==> src/rtl/zc_pkg.sv <==
// Shared types and sizing helpers for the zero_count_unit bit-count datapath.
package zc_pkg;

  typedef enum logic [1:0] {
    ZC_CLZ  = 2'd0,
    ZC_CTZ  = 2'd1,
    ZC_CPOP = 2'd2
  } zc_op_e;

  typedef enum logic [1:0] {
    ZC_IDLE,
    ZC_BUSY,
    ZC_DONE
  } zc_state_e;

  // Count of 0..xlen inclusive needs one bit more than log2(xlen).
  function automatic int zc_res_w(input int xlen);
    return $clog2(xlen) + 1;
  endfunction

  function automatic int zc_num_chunks(input int xlen, input int chunk);
    return xlen / chunk;
  endfunction

  // The reserved encoding executes as CLZ.
  function automatic zc_op_e zc_decode_op(input logic [1:0] raw);
    case (raw)
      2'd1:    return ZC_CTZ;
      2'd2:    return ZC_CPOP;
      default: return ZC_CLZ;
    endcase
  endfunction

endpackage

==> src/rtl/zc_chunk_count.sv <==
// Combinational per-chunk counter: zero flag, leading-zero count and popcount.
// The count not selected by pop_mode is forced to zero so the caller can simply sum both.
module zc_chunk_count #(
  parameter int CHUNK = 4
) (
  input  logic [CHUNK-1:0]      chunk,
  input  logic                  pop_mode,
  output logic                  zero,
  output logic [$clog2(CHUNK):0] lz_cnt,
  output logic [$clog2(CHUNK):0] pop_cnt
);

  localparam int CNT_W = $clog2(CHUNK) + 1;

  logic [CNT_W-1:0] lz;
  logic [CNT_W-1:0] pop;
  logic             found;

  always_comb begin
    // NOTE: every variable gets a default before the loop so no path leaves it unassigned (no latch).
    lz    = CNT_W'(CHUNK);
    pop   = '0;
    found = 1'b0;
    for (int i = CHUNK - 1; i >= 0; i--) begin
      if (chunk[i]) begin
        pop = pop + CNT_W'(1);
        if (!found) begin
          lz    = CNT_W'(CHUNK - 1 - i);
          found = 1'b1;
        end
      end
    end
  end

  assign zero    = ~|chunk;
  assign lz_cnt  = pop_mode ? '0 : lz;
  assign pop_cnt = pop_mode ? pop : '0;

endmodule

==> src/rtl/zero_count_unit.sv <==
// Iterative CLZ/CTZ/CPOP unit scanning CHUNK bits per cycle with valid/ready on both sides.
// Optional ZERO_SHORTCUT_EN: a zero operand skips the scan and completes straight from accept.
module zero_count_unit
  import zc_pkg::*;
#(
  parameter int XLEN  = 32,
  parameter int CHUNK = 4
) (
  input  logic                  clk,
  input  logic                  reset,
  input  logic                  flush,
  input  logic                  in_valid,
  output logic                  in_ready,
  input  logic [1:0]            op,
  input  logic [XLEN-1:0]       operand,
  output logic                  out_valid,
  input  logic                  out_ready,
  output logic [$clog2(XLEN):0] result
);

  localparam int RES_W  = zc_res_w(XLEN);
  localparam int NCHUNK = zc_num_chunks(XLEN, CHUNK);
  localparam int ITER_W = (NCHUNK > 1) ? $clog2(NCHUNK) : 1;
  localparam int CNT_W  = $clog2(CHUNK) + 1;

  zc_state_e         state_q, state_d;
  zc_op_e            op_q, op_d;
  logic [XLEN-1:0]   shreg_q, shreg_d;
  logic [RES_W-1:0]  cnt_q, cnt_d;
  logic [ITER_W-1:0] iter_q, iter_d;

  logic [XLEN-1:0]   operand_rev;
  logic              accept;
  logic              chunk_zero;
  logic [CNT_W-1:0]  lz_cnt;
  logic [CNT_W-1:0]  pop_cnt;
  zc_op_e            op_dec;

  zc_chunk_count #(.CHUNK(CHUNK)) u_chunk (
    .chunk    (shreg_q[XLEN-1 -: CHUNK]),
    .pop_mode (op_q == ZC_CPOP),
    .zero     (chunk_zero),
    .lz_cnt   (lz_cnt),
    .pop_cnt  (pop_cnt)
  );

  assign in_ready  = (state_q == ZC_IDLE) && !flush;
  assign accept    = in_valid && in_ready;
  assign out_valid = (state_q == ZC_DONE);
  assign result    = cnt_q;
  assign op_dec    = zc_decode_op(op);

  // CTZ reuses the leading-zero scan on the bit-reversed operand.
  always_comb begin
    operand_rev = '0;
    for (int i = 0; i < XLEN; i++) operand_rev[i] = operand[XLEN-1-i];
  end

  always_comb begin
    state_d = state_q;
    op_d    = op_q;
    shreg_d = shreg_q;
    cnt_d   = cnt_q;
    iter_d  = iter_q;
    if (flush) begin
      state_d = ZC_IDLE;
    end else begin
      case (state_q)
        ZC_IDLE: begin
          if (accept) begin
            op_d    = op_dec;
            shreg_d = (op_dec == ZC_CTZ) ? operand_rev : operand;
            cnt_d   = '0;
            iter_d  = '0;
            state_d = ZC_BUSY;
`ifdef ZERO_SHORTCUT_EN
            if (~|operand) begin
              cnt_d   = (op_dec == ZC_CPOP) ? '0 : RES_W'(XLEN);
              state_d = ZC_DONE;
            end
`endif
          end
        end
        ZC_BUSY: begin
          // Only one of the two counts is non-zero for the active op.
          cnt_d = cnt_q + RES_W'(lz_cnt) + RES_W'(pop_cnt);
          if (op_q == ZC_CPOP || chunk_zero) begin
            shreg_d = shreg_q << CHUNK;
            iter_d  = iter_q + ITER_W'(1);
          end
          if ((op_q != ZC_CPOP && !chunk_zero) || iter_q == ITER_W'(NCHUNK - 1))
            state_d = ZC_DONE;
        end
        ZC_DONE: begin
          if (out_ready) state_d = ZC_IDLE;
        end
        default: state_d = ZC_IDLE;
      endcase
    end
  end

  always_ff @(posedge clk) begin
    if (reset) begin
      state_q <= ZC_IDLE;
      op_q    <= ZC_CLZ;
      shreg_q <= '0;
      cnt_q   <= '0;
      iter_q  <= '0;
    end else begin
      // NOTE: non-blocking assignments so every flop samples pre-edge values, independent of order.
      state_q <= state_d;
      op_q    <= op_d;
      shreg_q <= shreg_d;
      cnt_q   <= cnt_d;
      iter_q  <= iter_d;
    end
  end

endmodule

==> config.mk <==
export PLATFORM = sky130hd
export DESIGN_NAME = zero_count_unit
export DESIGN_NICKNAME = d
export VERILOG_FILES = /design/src/rtl/zc_pkg.sv /design/src/rtl/zc_chunk_count.sv /design/src/rtl/zero_count_unit.sv
export SDC_FILE = /design/constraint.sdc
export NUM_CORES = 1
export LEC_CHECK = 0
export CORE_UTILIZATION = 25
export CTS_CLUSTER_DIAMETER = 40
export DETAILED_ROUTE_END_ITERATION = 8
export PLACE_DENSITY = 0.52
export SLEW_MARGIN = 20
export SYNTH_ARGS = -nofsm -noshare
export SYNTH_HDL_FRONTEND = slang
export SYNTH_SLANG_ARGS = --single-unit
export TNS_END_PERCENT = 1
==> constraint.sdc <==
create_clock -name clk -period 4.05 [get_ports clk]
set_input_delay 1.215 -clock clk [delete_from_list [all_inputs] [get_ports clk]]
set_output_delay 1.215 -clock clk [all_outputs]
set_load 0.05 [all_outputs]
# ---- Yosys cells after proc, flatten, opt, wreduce, memory -nomap -nowiden
# Cells that the tools add are included.
dict set report classes {
  eq_ne 12
  muxes 30
  add_sub_neg 6
  bitwise_logic 1
  reduce_logical 15
}
# cell count
set ops {}
lappend ops {{$mux W32} 3}
lappend ops {{$pmux W32 S2} 1}
lappend ops {{$mux W3} 14}
lappend ops {{$add A6 B3 Y6} 2}
lappend ops {{$pmux W6 S2} 1}
lappend ops {{$add A3 B1 Y3 const B} 3}
lappend ops {{$reduce_and A3 Y1} 3}
lappend ops {{$ne A2 B2 Y1 const B} 4}
lappend ops {{$eq A2 B1 Y1 const B} 3}
lappend ops {{$eq A2 B2 Y1 const B} 3}
lappend ops {{$mux W2} 3}
lappend ops {{$mux W6} 1}
lappend ops {{$pmux W2 S3} 1}
lappend ops {{$pmux W3 S2} 1}
lappend ops {{$mux W1} 4}
lappend ops {{$pmux W2 S2} 1}
lappend ops {{$reduce_and A4 Y1} 1}
lappend ops {{$reduce_or A4 Y1} 1}
lappend ops {{$eq A3 B3 Y1 const B} 1}
lappend ops {{$logic_and A1 B1 Y1} 3}
lappend ops {{$add A1 B1 Y2 const B} 1}
lappend ops {{$logic_not A1 Y1} 2}
lappend ops {{$logic_not A2 Y1} 1}
lappend ops {{$logic_or A1 B1 Y1} 2}
lappend ops {{4 further kinds} 4}
dict set report totals {
  in_bits 39
  register_bits 45
  output_inout_bits 8
  word_cells 69
}

# ---- Logic depth before layout (Yosys ltp)
# Gate-level depths: netlist of the first run.
dict set report depth {
  depth_word 11
  ltp_mapped 13
}

# ---- Modules after synthesis
# Synthesis of the first run repeated with hierarchy kept, for this count alone.
dict set report hier_totals {
  cells_unflattened 295
  hier_area_um2 2517.4
}
# module area_each_um2 instances cells_each
set modules_own_cells {}
lappend modules_own_cells {zero_count_unit 2316.0 1 266}
lappend modules_own_cells {zc_chunk_count 201.4 1 29}

# ---- Worst setup path after synthesis of the first run
# Ideal clock, no wire load.
dict set report synth_timing {
  path_type {input to output}
  start {input port flush}
  end {output port in_ready}
  setup_slack_ns 0.504
  n_path_buf 1
  arrival_ns 2.331
  stages 3
  cell_sequence {or2_2 > clkbuf_1 > nor2_1}
}
dict set report synth_via {
  elab_chain_cells 2
}
# element line_no
set synth_rtl {}
lappend synth_rtl {{start, declared} zero_count_unit.sv:11} ;# input logic flush,
lappend synth_rtl {{$logic_not A1 Y1} zero_count_unit.sv:47} ;# assign in_ready = (state_q == ZC_IDLE) && !flush;
lappend synth_rtl {{$logic_and A1 B1 Y1} zero_count_unit.sv:47}
lappend synth_rtl {{end, declared} zero_count_unit.sv:13} ;# output logic in_ready,
# Every way passes these cells.

# ---- Final worst setup path of the first run
# Same ends and word-level chain as after synthesis.

==> impl_metrics.py, run 1 <==
metrics = {
    "hold_path": {
        "min-delay-start": "iter_q[2]",
        "hp-class": "reg -> reg",
    },
    "global_route": {
        "grt_pass1_vias": 2065,
        "grt-ovfl-total": 0,
        "grt_first_pass_wirelength_um": 9690,
        "antenna_found_initial": 0,
        "grt_max_degree": 60,
        "grt_use_total_pct": 10.9,
    },
    "clocking": {
        "cts_tree": "done",
        "clockRootBuffer": "clkbuf_8",
        "clkLatencyLatePin_ps": 300,
        "clk_path_buf_depth": 2,
        "cts.repair.resized": 0,
        "clock_sinks": 45,
        "hold_buffers": 0,
        "htreeDepth": 2,
        "post_cts_buffers": 0,
        "numCtsBuffers": 5,
        "clk_pin_slew_ps": 90,
    },
    "synth": {
        "ys_seq_area_share_pct": 34.0,
        "synth-compound-area-share_pct": 21.0,
        "yosys.area_share.adder_pct": 8.68,
        "yosysTopAreaCellShare_pct": 34.0,
        "synth-seq-cells": 45,
        "syn-num-nets": 349,
        "synth_enable_flop_cells": 0,
        "avgSynthCellArea_um2": 9.02,
        "ys_top_cells_by_area": "dfxtp_1 (34%), mux2i_1 (12%), a22o_1 (9.2%)",
        "synth_xor_area_share_pct": 1.32,
        "synthMuxAreaShare_pct": 13.4,
        "synth_top_cell_by_area": "dfxtp_1",
        "ys_types": 38,
        "synth_top_family_by_area": "compound AO/OA/AOI/OAI gates",
        "synth_flop_cell": "dfxtp_1",
        "synth_simple_gate_area_share_pct": 15.4,
        "synth_warnings": 0,
        "syn_inst": 294,
        "synth.cell_area_mm2": 0.00265,
        "ys_async_sr_fraction_pct": 0,
    },
    "layout": {
        "multiInputGateArea_mm2": 0.00160,
        "area_growth_pct": 24.5,
        "diodes": 0,
        "drive_above_1_share_pct": 7.34,
        "fillers": 1110,
        "final_net_count": 381,
        "seqCellArea_um2": 901,
    },
    "worst_setup_path": {
        "worst_setup_path_start_kind": "input pin",
        "critPathArrivalTime_ps": 2430,
        "r2r-start": "shreg_q[30]",
        "crit_fanout": 8,
        "crit_type": "in -> out",
        "cp.required_ps": 2830,
        "r2r-end": "result[5]",
        "worst_r2r_path_depth": 13,
        "cp_slowest_cell": "clkdlybuf4s50_1",
        "rrSetupSlack_ps": 830,
        "worst_setup_path_end_kind": "output pin",
        "startpoint": "flush",
        "slowest_delay_ps": 460,
        "crit_end": "in_ready",
        "cp_cell_sequence": "clkdlybuf4s50_1 > or2_2 > nor2_1 > buf_12",
    },
    "floorplanning": {
        "design.core.area_mm2": 0.0103,
        "start_util_pct": 25.7,
        "die_area_mm2": 0.0110,
        "die_x_um": 105,
        "pin_count": 47,
        "rows": 37,
        "die_y_um": 105,
    },
    "pwr": {
        "power_density_mw_per_mm2": 296,
        "ir_worst_vdd_mv": 0.126,
        "p_leak_nw": 1.22,
    },
    "placement": {
        "globalplace.congestion": 0.751,
        "port_buffers": 46,
        "dp_hpwl_um": 4230,
        "place_ws_ps": 402,
    },
    "sta": {
        "period_minus_slack_ps": 3650,
        "timing.final.ws_setup_ps": 402,
        "slew_headroom_pct": 55.0,
        "period_share_pct": 90.1,
        "fmax_mhz": 274,
        "final_max_slew_viol_count": 0,
        "worst_pin_slew_ps": 674,
        "setup_violations": 0,
        "rsz0062_at_grt": "no",
        "setup-tns-final_ps": 0,
        "fin_worst_skew_ps": 3.82,
        "finalHoldViolCount": 0,
    },
    "routing": {
        "wl_per_cell_um": 12.6,
        "drc_errors": 0,
        "routed_wl_um": 5820,
        "drt.antenna.violating_nets": 0,
        "num_vias": 2178,
        "drt_iter0_markers": 79,
        "avgViaCountPerCell": 4.70,
        "dr.pass1.iters": 4,
    },
    "flow_run": {
        "maxCapViolations": 0,
    },
    "run_status": {
        "status": "complete, no violations",
    },
}
## synthesized netlist by cell type (all sizes together) (2+ instances only)
library cell and n:
a21o 2, a21oi 13, a22o 28, a22oi 3, buf 12, clkbuf 12
dfxtp 45, fa 4, ha 12, inv 3, mux2 4, mux2i 31
nand2 41, nand2b 3, nand3 8, nand3b 2, nor2 18, nor2b 3
nor3 4, o21ai 30, or2 2, xnor2 3
## stage by stage
stage	util, %	instances	area, µm²	hold WS, ps	power, mW
floorplan	-	294	2650	432	0.630
global placement	30.8	454	3180	445	0.696
CTS	31.7	462	3270	464	0.989
global route	32.0	463	3300	477	1.03
detailed placement	30.8	454	3180	447	0.699
finish	32.0	463	3300	462	0.978
## layer usage
metal  track usage (%)  up-vias  wire (µm)  share of wire, %
li1                  -     1116          -                 -
met1              14.4     1020       2970                51
met2              18.1       38       2600                45
met3              2.50        4        207               3.6
met4              2.72        0         43              0.74
met5                 0        -          0                 0
## worst max-delay path: cells and delay by family
kind	cells	cell delay, ps
buf+inv	2	630
simple gates	2	580
## flip-flops by register name (all words and copies together), names as in the netlist
name,flops
iter_q,3
op_q,2
result,6
state_q,2
shreg_q,32
## placed cells by master, fill, tap and decap left out, types with 2 or more instances in the layout
master / instances
ha_1: 12
o21ai_0: 30
a22o_1: 28
nand3_1: 8
nor3_1: 4
dfxtp_1: 45
nor2b_4: 2
inv_1: 3
a21oi_1: 13
or2_2: 2
fa_1: 4
nand3b_1: 2
mux2_2: 4
a21o_1: 2
a22oi_1: 3
mux2i_1: 31
xnor2_1: 3
buf_12: 2
nand2b_1: 3
clkinvlp_4: 3
clkdlybuf4s50_1: 45
nand2_1: 41
nor2_1: 16
clkbuf_8: 5
## worst min-delay path by stage
stage / end / slack, ps / cells past startpoint
after floorplan: shreg_q[0] / 430 / 2
after global placement: iter_q[2] / 440 / 2
after detailed placement: shreg_q[1] / 450 / 2
after CTS: shreg_q[1] / 460 / 2
after global routing: iter_q[2] / 480 / 2
final: iter_q[2] / 460 / 2
## cells by family (layout without fill, tap and decap cells)
logic type | Yosys count | in the layout
flip-flops | 45 | 45
AO/OA/AOI/OAI | 81 | 81
buffers and inverters | 27 | 60
adder cells (fa/ha/maj) | 16 | 16
AND/OR/NAND/NOR | 86 | 86
multiplexers | 35 | 35
XOR/XNOR | 4 | 4
## final cells by class
| type | instances | area share [%] |
|---|---|---|
| Multi-Input combinational cell | 222 | 48.5 |
| Tap cell | 136 | 5.15 |
| Timing Repair Buffer | 49 | 15.9 |
| Sequential cell | 45 | 27.3 |
| Clock inverter | 3 | 0.682 |
| Inverter | 3 | 0.341 |
| Clock buffer | 5 | 2.08 |
## power by group
group | switching [mW] | total, mW | internal [mW]
Sequential | 0.0164 | 0.481 | 0.465
Combinational | 0.103 | 0.208 | 0.105
Clock | 0.167 | 0.288 | 0.121
No activity file was read; power rests on OpenSTA's default activity.
==> run 2, diff against run 1 <==
--- a/config.mk
+++ b/config.mk
@@ -5,10 +5,11 @@
 export SDC_FILE = /design/constraint.sdc
 export NUM_CORES = 1
 export LEC_CHECK = 0
+export ABC_AREA = 1
 export CORE_UTILIZATION = 25
 export CTS_CLUSTER_DIAMETER = 40
 export DETAILED_ROUTE_END_ITERATION = 8
-export PLACE_DENSITY = 0.52
+export PLACE_DENSITY = 0.51
 export SLEW_MARGIN = 20
 export SYNTH_ARGS = -nofsm -noshare
 export SYNTH_HDL_FRONTEND = slang
==> run 2 against run 1 <==
  * Synthesized cell count increased by 72%
  * Non-clock buffer count increased by 1
  * Wire length increased by 28%
  * Hold slack improved by 1.1 ps
  * Worst setup slack improved by 80 ps
  * Clock power increased by 68%
  * Synthesized area increased by 15%
  * First-iteration DRC count increased by 61%
  * Largest power group unchanged
  * Highest routed layer unchanged
==> impl_metrics.py, run 2 <==
metrics = {
    "worst_setup_path": {
        "worst_setup_path_end_kind": "output pin",
        "slowest_delay_ps": 500,
        "cp_slowest_cell": "clkdlybuf4s50_1",
        "critPathArrivalTime_ps": 2350,
        "crit_fanout": 5,
        "worst_setup_path_start_kind": "input pin",
        "cp_top_family": "buffers and inverters",
        "cp_cell_sequence": "clkdlybuf4s50_1 > nor3_1 > buf_12",
        "rrSetupSlack_ps": 950,
        "cp.required_ps": 2830,
        "crit_type": "in -> out",
        "cp_num_buf_inv": 2,
    },
    "floorplanning": {
        "rows": 40,
        "die_area_mm2": 0.0127,
        "design.core.area_mm2": 0.0120,
        "start_util_pct": 25.6,
        "die_x_um": 113,
        "pin_count": 47,
        "die_y_um": 113,
    },
    "layout": {
        "final_net_count": 594,
        "diodes": 0,
        "final_common_cell": "nand2_1",
        "drive_above_1_share_pct": 4.44,
        "area_growth_pct": 23.1,
        "largest_reg_flops": 32,
        "fillers": 1337,
        "final_area_mm2": 0.00377,
        "utilization_pct": 31.5,
        "regMostFlops": "shreg_q",
        "finalNonFillerCells": 687,
        "final_cell_mix": "nand2_1 (163), inv_1 (74), nor2_1 (72)",
    },
    "routing": {
        "dr.pass1.iters": 5,
        "drt.antenna.violating_nets": 0,
        "avgViaCountPerCell": 4.37,
        "drc_errors": 0,
        "drt_iter0_markers": 127,
        "num_vias": 3002,
        "wl_per_cell_um": 10.8,
        "routed_wl_um": 7450,
    },
    "global_route": {
        "antenna_found_initial": 0,
        "grt_use_total_pct": 12.5,
        "grt_pass1_vias": 2778,
        "grt_max_degree": 61,
        "grt_first_pass_wirelength_um": 12900,
        "grt-ovfl-total": 0,
    },
    "synth": {
        "ys_types": 29,
        "synth_warnings": 0,
        "ys_top_cells_by_area": "dfxtp_1 (29%), nand2_1 (20%), inv_1 (9.1%)",
        "synth.top_cells.by_count": "nand2_1 (163), inv_1 (74), nor2_1 (72), dfxtp_1 (45), nand3_1 (41)",
        "synth.cell_area_mm2": 0.00306,
        "yosysTopAreaCellShare_pct": 29.4,
        "synth_enable_flop_cells": 0,
        "avgSynthCellArea_um2": 6.05,
        "ys_async_sr_fraction_pct": 0,
        "synth_top_cell_by_area": "dfxtp_1",
        "syn-num-nets": 561,
        "ys_seq_area_share_pct": 29.4,
        "yosysMostFrequentCell": "nand2_1",
        "syn_inst": 506,
        "synth_flop_cell": "dfxtp_1",
        "synth-seq-cells": 45,
    },
    "sta": {
        "timing.hold.ws_ps": 463,
        "fmax_mhz": 280,
        "slew_headroom_pct": 31.5,
        "setup_violations": 0,
        "rsz0062_at_grt": "no",
        "final_max_slew_viol_count": 0,
        "worst_pin_slew_ps": 1020,
        "finalHoldViolCount": 0,
        "period_minus_slack_ps": 3570,
        "setup-tns-final_ps": 0,
        "fin_worst_skew_ps": 8.19,
        "period_share_pct": 88.1,
    },
    "clocking": {
        "post_cts_buffers": 0,
        "clkLatencyLatePin_ps": 290,
        "clock_sinks": 45,
        "numCtsBuffers": 5,
        "cts.repair.resized": 0,
        "cts_tree": "done",
        "clockRootBuffer": "clkbuf_16",
        "clk_pin_slew_ps": 60,
        "hold_buffers": 0,
        "clk_path_buf_depth": 2,
        "htreeDepth": 2,
    },
    "pwr": {
        "ir_worst_vdd_mv": 0.155,
        "p_leak_nw": 1.90,
        "power_density_mw_per_mm2": 325,
    },
    "flow_run": {
        "maxCapViolations": 0,
    },
    "placement": {
        "globalplace.congestion": 0.776,
        "port_buffers": 46,
        "dp_cells": 679,
        "place_area_mm2": 0.00359,
        "dp_hpwl_um": 5190,
    },
    "hold_path": {
        "hp-class": "reg -> reg",
    },
    "run_status": {
        "status": "complete, no violations",
    },
}
-- run 2: layout make-up --
type,count,area (µm²),area share (%)
Tap cell,147,184,4.88
Inverter,77,294,7.80
Sequential cell,45,901,23.9
Timing Repair Buffer,50,500,13.3
Clock inverter,2,37.5,0.996
Multi-Input combinational cell,360,1710,45.5
Clock buffer,6,139,3.68
-- run 2: per-stage QoR --
stage	setup WS [ps]	power [mW]
5_1_grt	401	1.30
3_5_place_dp	485	0.754
6_report	482	1.23
4_1_cts	475	1.25
3_3_place_gp	499	0.750
2_1_floorplan	482	0.678
-- run 2: worst paths after layout --
path	end	cells past startpoint	start
setup reg to reg	result[5]	16	shreg_q[30]
hold / removal	op_q[0]	2	op_q[0]
hold reg to reg	op_q[0]	2	op_q[0]
setup / recovery	in_ready	3	flush
-- run 2: power by group --
part | internal [mW] | leakage (nW) | switching, mW
sequential | 0.471 | 0.368 | 0.0126
clock | 0.308 | 0.0831 | 0.176
combinational | 0.107 | 1.45 | 0.151
-- run 2: tightest hold or removal path, stage by stage, from the launching register on --
cell and delay (ps):
dfxtp_1 300, inv_1 60, a21oi_1 60
-- run 2: logic make-up after synthesis --
kind of cell | Yosys count | synth area share (%)
XOR/XNOR | 2 | 0.572
AND/OR/NAND/NOR | 290 | 39.0
flip-flops | 45 | 29.4
adder cells (fa/ha/maj) | 16 | 7.52
buffers and inverters | 101 | 14.6
AO/OA/AOI/OAI | 52 | 8.91
-- run 2: routing by layer --
layer | wire length (µm) | share of wire (%) | global-route usage, %
met5 | 0 | 0 | 0
met4 | 81 | 1.1 | 3.73
met3 | 328 | 4.4 | 2.21
met2 | 3200 | 43 | 20.0
met1 | 3830 | 51 | 17.1
==> run 3, diff against run 2 <==
--- a/config.mk
+++ b/config.mk
@@ -8,8 +8,9 @@
 export ABC_AREA = 1
 export CORE_UTILIZATION = 25
 export CTS_CLUSTER_DIAMETER = 40
+export CTS_CLUSTER_SIZE = 30
 export DETAILED_ROUTE_END_ITERATION = 8
-export PLACE_DENSITY = 0.51
+export PLACE_DENSITY = 0.44
 export SLEW_MARGIN = 20
 export SYNTH_ARGS = -nofsm -noshare
 export SYNTH_HDL_FRONTEND = slang
==> run 3 against run 2 <==
  * Hold slack got worse by 10 ps
  * Combinational power barely moved
  * Register-to-register slack got worse by 60 ps
  * Die area did not move
  * Design area barely moved
  * Global-route usage rose by 0.63 points
  * Maximum frequency fell by 0.55%
  * Flip-flop and latch count did not move
  * Via count fell by 0.80%
  * Sequential power barely moved
  * Power rose by 0.28%
  * Critical path type unchanged
==> impl_metrics.py, run 3 (same netlist as run 2, synthesis figures left out) <==
metrics = {
    "run_status": {
        "status": "complete, no violations",
    },
    "clocking": {
        "clkLatencyLatePin_ps": 280,
        "clock_sinks": 45,
        "post_cts_buffers": 0,
        "hold_buffers": 0,
        "clockRootBuffer": "clkbuf_16",
        "cts.repair.resized": 0,
        "clk_pin_slew_ps": 60,
        "htreeDepth": 2,
        "clk_path_buf_depth": 2,
        "numCtsBuffers": 5,
        "cts_tree": "done",
    },
    "pwr": {
        "power_density_mw_per_mm2": 326,
        "power.switching_mw": 0.342,
        "internal_power_mw": 0.887,
        "comb_power_share_pct": 21.2,
        "p_leak_nw": 1.90,
        "p_seq_share_pct": 39.4,
        "switching_share_pct": 27.8,
        "ir_worst_vdd_mv": 0.171,
        "p_total_mw": 1.23,
        "p_clk_share_pct": 39.4,
    },
    "sta": {
        "setup-tns-final_ps": 0,
        "period_share_pct": 88.6,
        "slew_headroom_pct": 32.3,
        "fin_worst_skew_ps": 3.37,
        "period_minus_slack_ps": 3590,
        "finalHoldViolCount": 0,
        "fmax_mhz": 279,
        "setup_violations": 0,
        "worst_pin_slew_ps": 1010,
        "rsz0062_at_grt": "no",
        "timing.hold.ws_ps": 453,
        "final_max_slew_viol_count": 0,
        "timing.final.ws_setup_ps": 462,
    },
    "routing": {
        "drc_errors": 0,
        "drt.antenna.violating_nets": 0,
        "drt_iter0_markers": 177,
        "avgViaCountPerCell": 4.33,
        "dr.pass1.iters": 4,
        "routed_wl_um": 7880,
        "wl_per_cell_um": 11.5,
        "num_vias": 2978,
    },
    "floorplanning": {
        "die_x_um": 113,
        "start_util_pct": 25.6,
        "rows": 40,
        "die_area_mm2": 0.0127,
        "die_y_um": 113,
        "design.core.area_mm2": 0.0120,
        "pin_count": 47,
    },
    "placement": {
        "port_buffers": 46,
        "place_area_mm2": 0.00359,
        "dp_hpwl_um": 5530,
        "globalplace.congestion": 0.752,
        "place_ws_ps": 470,
        "dp_cells": 679,
    },
    "layout": {
        "final_common_cell": "nand2_1",
        "regMostFlops": "shreg_q",
        "drive_above_1_share_pct": 4.26,
        "diodes": 0,
        "largest_reg_flops": 32,
        "finalNonFillerCells": 687,
        "multiInputGateArea_mm2": 0.00171,
        "seqCellArea_um2": 901,
        "final_cell_mix": "nand2_1 (163), inv_1 (74), nor2_1 (72)",
        "final_area_mm2": 0.00377,
        "fillers": 1376,
        "utilization_pct": 31.5,
        "area_growth_pct": 23.0,
        "final_net_count": 594,
    },
    "global_route": {
        "grt_use_total_pct": 13.1,
        "grt_pass1_vias": 2858,
        "grt-ovfl-total": 0,
        "grt_first_pass_wirelength_um": 13500,
        "antenna_found_initial": 0,
        "grt_max_degree": 61,
    },
    "worst_setup_path": {
        "worst_setup_path_start_kind": "input pin",
        "worst_setup_path_end_kind": "output pin",
        "cp.required_ps": 2830,
        "crit_fanout": 5,
        "crit_type": "in -> out",
        "critPathArrivalTime_ps": 2370,
    },
    "hold_path": {
        "hp-class": "reg -> reg",
    },
    "flow_run": {
        "maxCapViolations": 0,
    },
}
run 3: path summary, 6_finish.rpt:
kind               startpoint   endpoint  slack [ps]  cells after the start
setup / recovery        flush   in_ready         460                      3
setup reg to reg  shreg_q[30]  result[5]         890                     16
hold / removal        op_q[0]    op_q[0]         450                      2
hold reg to reg       op_q[0]    op_q[0]         450                      2
run 3: cell type report:
type,count,share of cell area [%]
multi-input cells,360,45.5
clock buffers,7,3.79
flip-flops and latches,45,23.9
clock inverters,1,0.797
repair buffers,50,13.3
well taps,147,4.88
inverters,77,7.81
run 3: metal layers:
layer | part of all wire [%] | track usage (%)
met3 | 4.4 | 2.75
met2 | 44 | 21.7
met5 | 0 | 0
met1 | 50 | 17.2
met4 | 1.4 | 3.56
run 3: worst max-delay path: stages:
cell             delay, ps
clkdlybuf4s50_1        520
nor3_1                 440
buf_12                 200
run 3: power groups by stage:
stage / clock network [mW] / logic [mW] / registers (mW)
6_report: 0.484 / 0.261 / 0.484
5_1_grt: 0.513 / 0.303 / 0.487
4_1_cts: 0.499 / 0.265 / 0.484
3_5_place_dp: 0 / 0.264 / 0.494
3_3_place_gp: 0 / 0.260 / 0.493
2_1_floorplan: 0 / 0.187 / 0.491
